`src/rtl/ram_arbiter.sv`:
```
// ram_arbiter: two-requester round-robin arbiter and sequencer for a
// single-port RAM with registered read data. Each access is a grant cycle
// (IDLE), an ACCESS cycle in which the RAM samples address/RW, and a
// COMPLETE cycle that captures read data, followed by a one-cycle Ack.
module ram_arbiter #(
   parameter int ADDR_WIDTH = 16,
   parameter int DATA_WIDTH = 8
) (
   input  logic                  Clock,
   input  logic                  Reset,
   input  logic                  Req0,
   input  logic                  Req1,
   input  logic                  Write0,
   input  logic                  Write1,
   input  logic [ADDR_WIDTH-1:0] Addr0,
   input  logic [ADDR_WIDTH-1:0] Addr1,
   input  logic [DATA_WIDTH-1:0] WData0,
   input  logic [DATA_WIDTH-1:0] WData1,
   output logic [DATA_WIDTH-1:0] RData0,
   output logic [DATA_WIDTH-1:0] RData1,
   output logic                  Ack0,
   output logic                  Ack1,
   output logic                  Busy,
   output logic [ADDR_WIDTH-1:0] RamAddress,
   output logic                  RamReadWrite,
   output logic [DATA_WIDTH-1:0] RamWData,
   input  logic [DATA_WIDTH-1:0] RamRData
);

   typedef enum logic [1:0] {ST_IDLE, ST_ACCESS, ST_COMPLETE} state_t;

   state_t                state_q, state_d;
   logic                  grant_q, grant_d;
   logic                  last_grant_q, last_grant_d;
   logic                  write_q, write_d;
   logic                  ack0_q, ack0_d;
   logic                  ack1_q, ack1_d;
   logic                  busy_q, busy_d;
   logic                  ram_rw_q, ram_rw_d;
   logic [ADDR_WIDTH-1:0] ram_addr_q, ram_addr_d;
   logic [DATA_WIDTH-1:0] ram_wdata_q, ram_wdata_d;
   logic [DATA_WIDTH-1:0] rdata0_q, rdata0_d;
   logic [DATA_WIDTH-1:0] rdata1_q, rdata1_d;

   logic elig0, elig1, winner, win_write;

   // A port still seeing its Ack is not eligible, so a requester that is
   // slow to drop Req does not get a second grant; ties go to the port
   // that did not win last time.
   always_comb begin
      elig0     = Req0 & ~ack0_q;
      elig1     = Req1 & ~ack1_q;
      winner    = (elig0 & elig1) ? ~last_grant_q : elig1;
      win_write = winner ? Write1 : Write0;
   end

   // Next-state and next-output computation for the access sequencer.
   always_comb begin
      state_d      = state_q;
      grant_d      = grant_q;
      last_grant_d = last_grant_q;
      write_d      = write_q;
      ack0_d       = 1'b0;
      ack1_d       = 1'b0;
      ram_rw_d     = ram_rw_q;
      ram_addr_d   = ram_addr_q;
      ram_wdata_d  = ram_wdata_q;
      rdata0_d     = rdata0_q;
      rdata1_d     = rdata1_q;
      case (state_q)
         ST_IDLE: begin
            if (elig0 | elig1) begin
               grant_d      = winner;
               last_grant_d = winner;
               write_d      = win_write;
               ram_rw_d     = win_write;
               ram_addr_d   = winner ? Addr1 : Addr0;
               ram_wdata_d  = winner ? WData1 : WData0;
               state_d      = ST_ACCESS;
            end
         end
         ST_ACCESS: begin
            // RAM samples address/RW at the edge ending this state.
            ram_rw_d = 1'b0;
            state_d  = ST_COMPLETE;
         end
         ST_COMPLETE: begin
            // Registered RAM read data is valid now; writes leave RData alone.
            if (!write_q) begin
               if (grant_q) rdata1_d = RamRData;
               else         rdata0_d = RamRData;
            end
            ack0_d  = ~grant_q;
            ack1_d  = grant_q;
            state_d = ST_IDLE;
         end
         default: state_d = ST_IDLE;
      endcase
      busy_d = (state_d != ST_IDLE);
   end

   // State and output registers; reset aborts any access in flight and
   // drops the RAM write strobe immediately.
   always_ff @(posedge Clock or posedge Reset) begin
      if (Reset) begin
         state_q      <= ST_IDLE;
         grant_q      <= 1'b0;
         last_grant_q <= 1'b1;
         write_q      <= 1'b0;
         ack0_q       <= 1'b0;
         ack1_q       <= 1'b0;
         busy_q       <= 1'b0;
         ram_rw_q     <= 1'b0;
         ram_addr_q   <= '0;
         ram_wdata_q  <= '0;
         rdata0_q     <= '0;
         rdata1_q     <= '0;
      end else begin
         state_q      <= state_d;
         grant_q      <= grant_d;
         last_grant_q <= last_grant_d;
         write_q      <= write_d;
         ack0_q       <= ack0_d;
         ack1_q       <= ack1_d;
         busy_q       <= busy_d;
         ram_rw_q     <= ram_rw_d;
         ram_addr_q   <= ram_addr_d;
         ram_wdata_q  <= ram_wdata_d;
         rdata0_q     <= rdata0_d;
         rdata1_q     <= rdata1_d;
      end
   end

   assign RData0       = rdata0_q;
   assign RData1       = rdata1_q;
   assign Ack0         = ack0_q;
   assign Ack1         = ack1_q;
   assign Busy         = busy_q;
   assign RamAddress   = ram_addr_q;
   assign RamReadWrite = ram_rw_q;
   assign RamWData     = ram_wdata_q;

endmodule

```
`config.mk`:
```
export PLATFORM = sky130hd
export DESIGN_NAME = ram_arbiter
export DESIGN_NICKNAME = d
export VERILOG_FILES = /design/src/rtl/ram_arbiter.sv
export SDC_FILE = /design/constraint.sdc
export NUM_CORES = 1
export LEC_CHECK = 0
export BUFFER_PORTS_ARGS = -buffer_cell sky130_fd_sc_hd__buf_2
export CELL_PAD_IN_SITES_DETAIL_PLACEMENT = 0
export CELL_PAD_IN_SITES_GLOBAL_PLACEMENT = 2
export CORE_ASPECT_RATIO = 1.1
export CORE_MARGIN = 5
export CORE_UTILIZATION = 27
export CTS_BUF_LIST = sky130_fd_sc_hd__clkbuf_8
export CTS_CLUSTER_DIAMETER = 40
export DETAILED_ROUTE_END_ITERATION = 12
export HOLD_SLACK_MARGIN = 0.08
export PLACE_DENSITY_LB_ADDON = 0.1
export SLEW_MARGIN = 20
export SYNTH_ARGS = -nofsm -noshare
export SYNTH_HDL_FRONTEND = slang
export SYNTH_SLANG_ARGS = --single-unit
```
`constraint.sdc`:
```
create_clock -name Clock -period 1.6 [get_ports Clock]
set_clock_uncertainty 0.15 [all_clocks]
set_input_delay 0.08 -clock Clock [delete_from_list [all_inputs] [get_ports Clock]]
set_output_delay 0.08 -clock Clock [all_outputs]
set_load 0.05 [all_outputs]
```
Yosys cells after proc, flatten, opt, wreduce, memory -nomap -nowiden
Index checks and enable logic that the tools add are counted.

word-level totals
  register bits after elaboration = 49
  bits of input ports = 62
  output and inout bits = 44
  logic and storage cells = 41

operators by class
  eq/ne operators = 3
  mux-type cells = 10
  bitwise logic cells = 9
  reductions and logical operators = 7

operator list
  operator                                                               number
  16-bit 2-to-1 mux                                                      1
  8-bit 2-to-1 mux                                                       1
  3-bit AND reduction                                                    2
  1-bit 2-to-1 mux                                                       5
  1-bit NOT                                                              5
  2-bit case mux with 2 select lines                                     1
  2-bit AND reduction                                                    2
  2-bit nonzero test                                                     2
  1-bit AND                                                              3
  2-bit by 1-bit equality test with 1-bit output, second input constant  1
  2-bit equality test, second input constant                             1
  2-bit logical NOT                                                      1
  2-bit 2-to-1 mux                                                       1
  2-bit != test, second input constant                                   1
  1-bit case mux with 2 select lines                                     1
  1-bit OR                                                               1

Depth between registers and ports, before layout
Gate-level depths: netlist of the first run.

  word-level depth = 7
  gate-level depth with buffers = 6
  gate-level depth less buffers = 5

Worst setup path before layout of the first run
OpenSTA, ideal clock, no wires.

  path kind = flip-flop to flip-flop
  start = reg ack1_q, in the netlist Ack1
  end = reg ram_addr_q[3], in the netlist RamAddress[3]
  library setup time = 77 ps
  arrival = 1398 ps
  data required time = 1373 ps
  setup slack = -25 ps
  stages on the path, launching flop included = 6
  path buffers = 1
  period minus slack after synthesis = 1625 ps
  cells stage by stage = dfrtp_1 > nand2b_1 > a21oi_2 > buf_4 > a21oi_1 > a21oi_1

between the ends
  word-level cells in the longest chain between the ends = 5
  elaborated cells between the ends (all ways) = 7

RTL lines
  what                    line  text
  from (decl)             37    logic ack1_q, ack1_d;
  from (signal assigned)  124   ack1_q <= ack1_d;
  1-bit NOT (*)           52    elig1 = Req1 & ~ack1_q;
  1-bit AND (*)           52
  1-bit AND               53    winner = (elig0 & elig1) ? ~last_grant_q : elig1;
  1-bit 2-to-1 mux        53
  16-bit 2-to-1 mux       77    ram_addr_d = winner ? Addr1 : Addr0;
  to (signal assigned)    127   ram_addr_q <= ram_addr_d;
  to (decl)               40    logic [ADDR_WIDTH-1:0] ram_addr_q, ram_addr_d;

Every way passes the cells marked *; elsewhere a longest branch is shown, timed or not.
A chain may end at the register's enable or synchronous reset.

Worst setup path in the final report of the first run
  start = reg ack0_q, in the netlist Ack0
  end = reg ram_wdata_q[7], in the netlist RamWData[7]

between the ends
  word-level cells in the longest chain between the ends = 5
  elaborated cells between the ends (all ways) = 7

RTL lines
  what                    line  text
  from (decl)             36    logic ack0_q, ack0_d;
  from (signal assigned)  123   ack0_q <= ack0_d;
  1-bit NOT (*)           51    elig0 = Req0 & ~ack0_q;
  1-bit AND (*)           51
  1-bit AND               53
  1-bit 2-to-1 mux        53
  8-bit 2-to-1 mux        78    ram_wdata_d = winner ? WData1 : WData0;
  to (signal assigned)    128   ram_wdata_q <= ram_wdata_d;
  to (decl)               41    logic [DATA_WIDTH-1:0] ram_wdata_q, ram_wdata_d;

Marked as above.

==> results of run 1 <==
[flip-flops by register name, summed over array words and instances, names as in the netlist]
register	count
Busy	1
last_grant_q	1
RamReadWrite	1
write_q	1
grant_q	1
RData0	8
RData1	8
Ack1	1
RamWData	8
Ack0	1
RamAddress	16
state_q	2
[worst register-to-register path, stage by stage, from the launching register on]
cell and delay [ns]:
dfrtp_2 0.41, nor2b_2 0.19, a21o_1 0.24, buf_12 0.20, nand2_1 0.08, a21oi_1 0.13
[final cells by class]
class	count	area [um2]
Fill cell	721	3930
Timing Repair Buffer	174	1250
Sequential cell	49	1230
Multi-Input combinational cell	135	759
Tap cell	87	109
Clock buffer	5	68.8
Clock inverter	3	68.8
Inverter	4	15.0
[power by group]
group          switching, W  internal, W
combinational       0.00317      0.00131
sequential         0.000329      0.00187
clock              0.000431     0.000629
total               0.00393      0.00381
[worst max path at each step]
| stage | cells past startpoint | startpoint | to | slack (ns) |
|---|---|---|---|---|
| floorplan | 5 | Ack0$_DFF_PP0_ | RamReadWrite$_DFFE_PP0P_ | 0.07 |
| global placement | 4 | state_q[0]$_DFF_PP0_ | RData0[6]$_DFFE_PP0P_ | 0.16 |
| detailed placement | 4 | state_q[0]$_DFF_PP0_ | RData1[7]$_DFFE_PP0P_ | 0.13 |
| CTS | 5 | Ack0$_DFF_PP0_ | RamWData[7]$_DFFE_PP0P_ | 0.11 |
| global route | 5 | Ack0$_DFF_PP0_ | RamWData[5]$_DFFE_PP0P_ | 0.02 |
| finish | 5 | Ack0$_DFF_PP0_ | RamWData[7]$_DFFE_PP0P_ | 0.12 |
[per-stage QoR]
| stage | cells | cell area [um2] | hold WS (ns) | total power [W] | worst slack, ns |
|---|---|---|---|---|---|
| after floorplan | 198 | 2060 | 0.0589 | 0.00545 | 0.0654 |
| final | 457 | 3500 | 0.213 | 0.00774 | 0.125 |
| after CTS | 457 | 3500 | 0.210 | 0.00787 | 0.113 |
| after detailed placement | 390 | 2780 | 0.00102 | 0.00668 | 0.134 |
| after global routing | 457 | 3500 | 0.252 | 0.00821 | 0.0199 |
| after global placement | 390 | 2780 | -0.00258 | 0.00666 | 0.159 |
[per-layer routing]
metal / share of wire / wire length (um) / vias up / track usage
met1: 0.42 / 2670 / 971 / 0.166
met4: 0.013 / 81 / 0 / 0.0383
met3: 0.053 / 339 / 7 / 0.0282
met2: 0.52 / 3320 / 61 / 0.254
li1: - / - / 999 / -
met5: 0 / 0 / - / 0
[cell usage in the layout, fill, tap and decap left out]
cell type | synthesis | layout
dfrtp_2 | 0 | 2
o21ai_2 | 1 | 1
nor2b_1 | 1 | 1
nand2b_1 | 2 | 2
nand2b_4 | 1 | 1
dfrtp_1 | 48 | 46
o21ai_0 | 2 | 2
nor2b_2 | 1 | 1
inv_1 | 2 | 1
buf_12 | 0 | 5
a21oi_2 | 1 | 1
bufinv_16 | 0 | 2
nor2_1 | 27 | 27
a21o_1 | 1 | 1
dlygate4sd3_1 | 0 | 59
a21oi_1 | 48 | 48
buf_4 | 4 | 5
mux2_2 | 16 | 16
o21ai_1 | 1 | 1
clkbuf_8 | 0 | 5
nand3_1 | 1 | 1
inv_6 | 0 | 1
mux2i_1 | 1 | 1
inv_2 | 2 | 3
nand2_1 | 29 | 29
nor3_4 | 2 | 2
dfstp_2 | 1 | 1
buf_2 | 5 | 105
[kinds of logic (layout without fill, tap and decap cells)]
family,after synthesis,in the layout
AND/OR/NAND/NOR,64,64
AO/OA/AOI/OAI,54,54
multiplexers,17,17
flip-flops,49,49
buffers and inverters,14,186
==> results.py, run 1 <==
metrics = {
    "logic_synthesis": {
        "async_flop_share": 1.00,
        "synthCells": 198,
        "yosysTopAreaCell": "dfrtp_1",
        "synth-compound-area-share": 0.136,
        "synth_fa_ha_area_frac": 0,
        "yosysWarnings": 0,
        "syn-mean-instance-area_um2": 10.4,
        "ys_top_cells_by_count": "a21oi_1 (48), dfrtp_1 (48), nand2_1 (29), nor2_1 (27), mux2_2 (16)",
        "synth_seq_cells": 49,
        "syn_area_mm2": 0.00206,
        "synth-simple-area-share": 0.140,
        "synthesis.nets": 260,
        "synthMuxAreaShare": 0.0923,
        "synth-main-ff-cell": "dfrtp_1",
        "yosys-top-cells-area": "dfrtp_1 (58%), a21oi_1 (12%), mux2_2 (8.7%)",
        "synth_top_area_frac": 0.583,
        "synth_edf_count": 0,
        "synth_cell_types": 23,
        "synth_top_family_by_area": "simple AND/OR/NAND/NOR gates",
        "yosysSeqAreaShare": 0.596,
        "synth-xor-area-share": 0,
    },
    "grt": {
        "grt_max_degree": 50,
        "grt_pass1_wl_um": 10400,
        "grt_pass1_vias": 2176,
        "grt_antenna_before_repair": 0,
        "grt_util_all_layers": 0.139,
        "grt_overflow": 0,
    },
    "die": {
        "ios": 106,
        "core_area_mm2": 0.00743,
        "fp.dieH_um": 102,
        "die_w_um": 93.3,
        "dieArea_mm2": 0.00948,
        "start_util": 0.277,
        "rows": 33,
    },
    "critical_path": {
        "cp.arrival_ns": 1.55,
        "worst-setup-path-type": "reg -> reg",
        "slowest_stage": "dfrtp_2",
        "r2r_cells": 5,
        "worstPathRequired_ns": 1.67,
        "reg2reg_from": "Ack0$_DFF_PP0_",
        "crit_family": "flip-flops",
        "cp_slowest_stage_delay_ns": 0.41,
        "crit_fanout": 24,
        "crit_chain": "nor2b_2 -> a21o_1 -> buf_12 -> nand2_1 -> a21oi_1",
        "crit_path_end_kind": "register",
        "path_buf_inv": 1,
        "worst_setup_path_start_kind": "register",
        "ff2ff_setup_slack_ns": 0.12,
        "worstReg2RegEnd": "RamWData[7]$_DFFE_PP0P_",
    },
    "sta": {
        "worst_pin_slew_ns": 0.273,
        "finalSetupTns_ns": 0,
        "min_period_over_period": 0.922,
        "hold_viol": 0,
        "final-setup-viol-count": 0,
        "drv_slew": 0,
        "period_needed_ns": 1.48,
        "relSlewSlack": 0.818,
        "fmax_ghz": 0.678,
        "rsz0062_at_grt": "no",
    },
    "clocking": {
        "cts.reportedPaths.clkPinSlew_ns": 0.09,
        "cts-buffers-inserted": 5,
        "post-cts-setup-buffer-count": 0,
        "cts_tree": "done",
        "cts_root_buf": "clkbuf_8",
        "cts_buffer_depth": 2,
        "clock_sinks": 49,
        "ctsResizeCount": 0,
        "htree_levels": 2,
        "clk_latency_ns": 0.30,
        "ctsHoldBuffers": 59,
    },
    "drt": {
        "drt-total-wl_um": 6420,
        "drtPass1Iterations": 4,
        "drt_iter0_drc": 23,
        "vias": 2038,
        "wl_per_cell_um": 14.0,
        "antenna_left": 0,
        "drc": 0,
        "avgViaCountPerCell": 4.46,
    },
    "final_layout": {
        "diodes": 0,
        "final_util": 0.472,
        "layout-drive-gt1-share": 0.408,
        "area_growth_pct": 70.1,
        "fin_nets": 431,
    },
    "min_path": {
        "hold_class": "in -> async",
    },
    "flow_run": {
        "drv_cap": 0,
    },
    "placed_design": {
        "hpwlAfterDp_um": 4380,
        "numPortBuffers": 105,
        "place_congestion": 0.719,
    },
    "power_and_ir_drop": {
        "p_leak_nw": 1.70,
        "irDropWorstVdd_v": 0.000913,
        "powerDensity_mw_per_mm2": 2210,
    },
    "status": {
        "status": "finished clean",
    },
}
Power figures use the tool's default switching activity.
==> run 2, diff against run 1 <==
--- a/config.mk
+++ b/config.mk
@@ -14,8 +14,10 @@
 export CTS_BUF_LIST = sky130_fd_sc_hd__clkbuf_8
 export CTS_CLUSTER_DIAMETER = 40
 export DETAILED_ROUTE_END_ITERATION = 12
+export GPL_ROUTABILITY_DRIVEN = 0
 export HOLD_SLACK_MARGIN = 0.08
 export PLACE_DENSITY_LB_ADDON = 0.1
+export RECOVER_POWER = 50
 export SLEW_MARGIN = 20
 export SYNTH_ARGS = -nofsm -noshare
 export SYNTH_HDL_FRONTEND = slang
==> run 2 against run 1 <==
  * Fmax barely moved
  * Sequential power about the same
  * Worst hold slack better by 0.027 ns
  * Power down 0.87%
  * Cell area decreased by 1.1%
  * Largest power group unchanged
  * Global-route usage did not move
  * Die area unchanged
  * Final cell count stayed put
  * Sequential share of layout area up 0.38 points
  * Highest routed layer unchanged
  * Critical path depth did not move
  * Count of clock-buffer cells in the layout unchanged
  * Utilization is 0.51 points lower
==> results.py, run 2 (synthesized netlist as in run 1, its figures left out) <==
metrics = {
    "status": {
        "status": "finished clean",
    },
    "die": {
        "fp.dieH_um": 102,
        "start_util": 0.277,
        "core_area_mm2": 0.00743,
        "ios": 106,
        "die_w_um": 93.3,
        "dieArea_mm2": 0.00948,
        "rows": 33,
    },
    "critical_path": {
        "worstPathRequired_ns": 1.67,
        "worst-path-stages": 5,
        "worst-setup-path-type": "reg -> reg",
        "path_buf_inv": 1,
        "crit_chain": "nor2b_2 -> a21o_1 -> buf_12 -> nand2_1 -> a21oi_1",
        "crit_family": "flip-flops",
        "worstSetupStartpoint": "Ack0$_DFF_PP0_",
        "slowest_stage": "dfrtp_2",
        "cp_slowest_stage_delay_ns": 0.41,
        "ff2ff_setup_slack_ns": 0.13,
        "worst_setup_path_start_kind": "register",
        "crit_fanout": 24,
        "cp.arrival_ns": 1.55,
        "reg2reg_from": "Ack0$_DFF_PP0_",
        "crit_path_end_kind": "register",
        "r2r_cells": 5,
    },
    "sta": {
        "whs_ns": 0.240,
        "finalSetupTns_ns": 0,
        "hold_viol": 0,
        "drv_slew": 0,
        "fmax_ghz": 0.678,
        "min_period_over_period": 0.922,
        "rsz0062_at_grt": "no",
        "worst_pin_slew_ns": 0.689,
        "final-setup-viol-count": 0,
        "relSlewSlack": 0.541,
        "period_needed_ns": 1.47,
    },
    "clocking": {
        "cts-buffers-inserted": 5,
        "post-cts-setup-buffer-count": 0,
        "clk_latency_ns": 0.30,
        "cts_root_buf": "clkbuf_8",
        "cts.reportedPaths.clkPinSlew_ns": 0.09,
        "htree_levels": 2,
        "cts_tree": "done",
        "ctsResizeCount": 0,
        "ctsHoldBuffers": 59,
        "cts_buffer_depth": 2,
        "clock_sinks": 49,
    },
    "power_and_ir_drop": {
        "p_leak_nw": 1.64,
        "swShare": 0.513,
        "p_seq_frac": 0.288,
        "p_sw_w": 0.00394,
        "irDropWorstVdd_v": 0.000938,
        "powerDensity_mw_per_mm2": 2210,
        "clkPwrFrac": 0.138,
        "p_comb_frac": 0.574,
        "internal_power_w": 0.00374,
    },
    "drt": {
        "drtPass1Iterations": 4,
        "wl_per_cell_um": 14.1,
        "drt_iter0_drc": 25,
        "antenna_left": 0,
        "vias": 2030,
        "drc": 0,
        "avgViaCountPerCell": 4.44,
        "drt-total-wl_um": 6420,
    },
    "final_layout": {
        "diodes": 0,
        "fin_area_mm2": 0.00347,
        "fin_nets": 431,
        "fillCellCount": 724,
        "layout-drive-gt1-share": 0.351,
        "largest_reg_flops": 16,
        "mostFrequentLayoutCells": "buf_2 (85), dlygate4sd3_1 (59), a21oi_1 (48), dfrtp_1 (46), nand2_1 (29)",
        "area_growth_pct": 68.2,
        "final_common_cell": "buf_2",
        "final_util": 0.466,
    },
    "placed_design": {
        "numPortBuffers": 105,
        "dpl-instance-area_mm2": 0.00278,
        "hpwlAfterDp_um": 4380,
    },
    "grt": {
        "grt_pass1_wl_um": 10400,
        "grt_max_degree": 50,
        "grt_antenna_before_repair": 0,
        "grt_util_all_layers": 0.139,
        "grt_pass1_vias": 2176,
        "grt_overflow": 0,
    },
    "flow_run": {
        "drv_cap": 0,
    },
    "min_path": {
        "worstHoldStart": "Req1",
        "hold_class": "in -> reg",
        "hold_depth": 6,
    },
}
run 2: final cells by class:
cell class	count	area, um2	area share
Inverter	4	15.0	0.00433
Clock buffer	5	68.8	0.0198
Timing Repair Buffer	174	1220	0.351
Sequential cell	49	1230	0.355
Tap cell	87	109	0.0314
Multi-Input combinational cell	135	759	0.219
Clock inverter	3	68.8	0.0198
run 2: tightest hold or removal path: stages:
cell and delay (ns):
buf_2 0.11, nand2b_1 0.10, a21oi_2 0.05, buf_4 0.19, nand2_1 0.11, nand2_1 0.05
run 2: final timing paths:
path                                             end
max                          RamWData[7]$_DFFE_PP0P_
min in group asynchronous  RamAddress[0]$_DFFE_PP0P_
min reg2reg                 last_grant_q$_DFFE_PP1P_
max in group asynchronous             Ack1$_DFF_PP0_
max reg2reg                  RamWData[7]$_DFFE_PP0P_
min                         last_grant_q$_DFFE_PP1P_
run 2: power by group through the flow:
stage | sequential, W | combinational, W | clock [W]
4_1_cts | 0.00221 | 0.00456 | 0.00111
5_1_grt | 0.00229 | 0.00472 | 0.00114
3_3_place_gp | 0.00224 | 0.00443 | 0
6_report | 0.00221 | 0.00441 | 0.00106
3_5_place_dp | 0.00223 | 0.00445 | 0
2_1_floorplan | 0.00414 | 0.00130 | 0
run 2: routing by layer:
layer | up-vias | routed length (um) | global-route usage | part of all wire
li1 | 999 | - | - | -
met1 | 964 | 2670 | 0.166 | 0.42
met2 | 60 | 3330 | 0.254 | 0.52
met3 | 7 | 339 | 0.0282 | 0.053
met4 | 0 | 81 | 0.0383 | 0.013
met5 | - | 0 | 0 | 0
run 2: through the flow:
| stage | power (W) | std cells | setup slack, ns |
|---|---|---|---|
| floorplan | 0.00545 | 198 | 0.0654 |
| global placement | 0.00666 | 390 | 0.159 |
| CTS | 0.00787 | 457 | 0.113 |
| finish | 0.00767 | 457 | 0.125 |
| global route | 0.00815 | 457 | 0.0199 |
| detailed placement | 0.00668 | 390 | 0.134 |
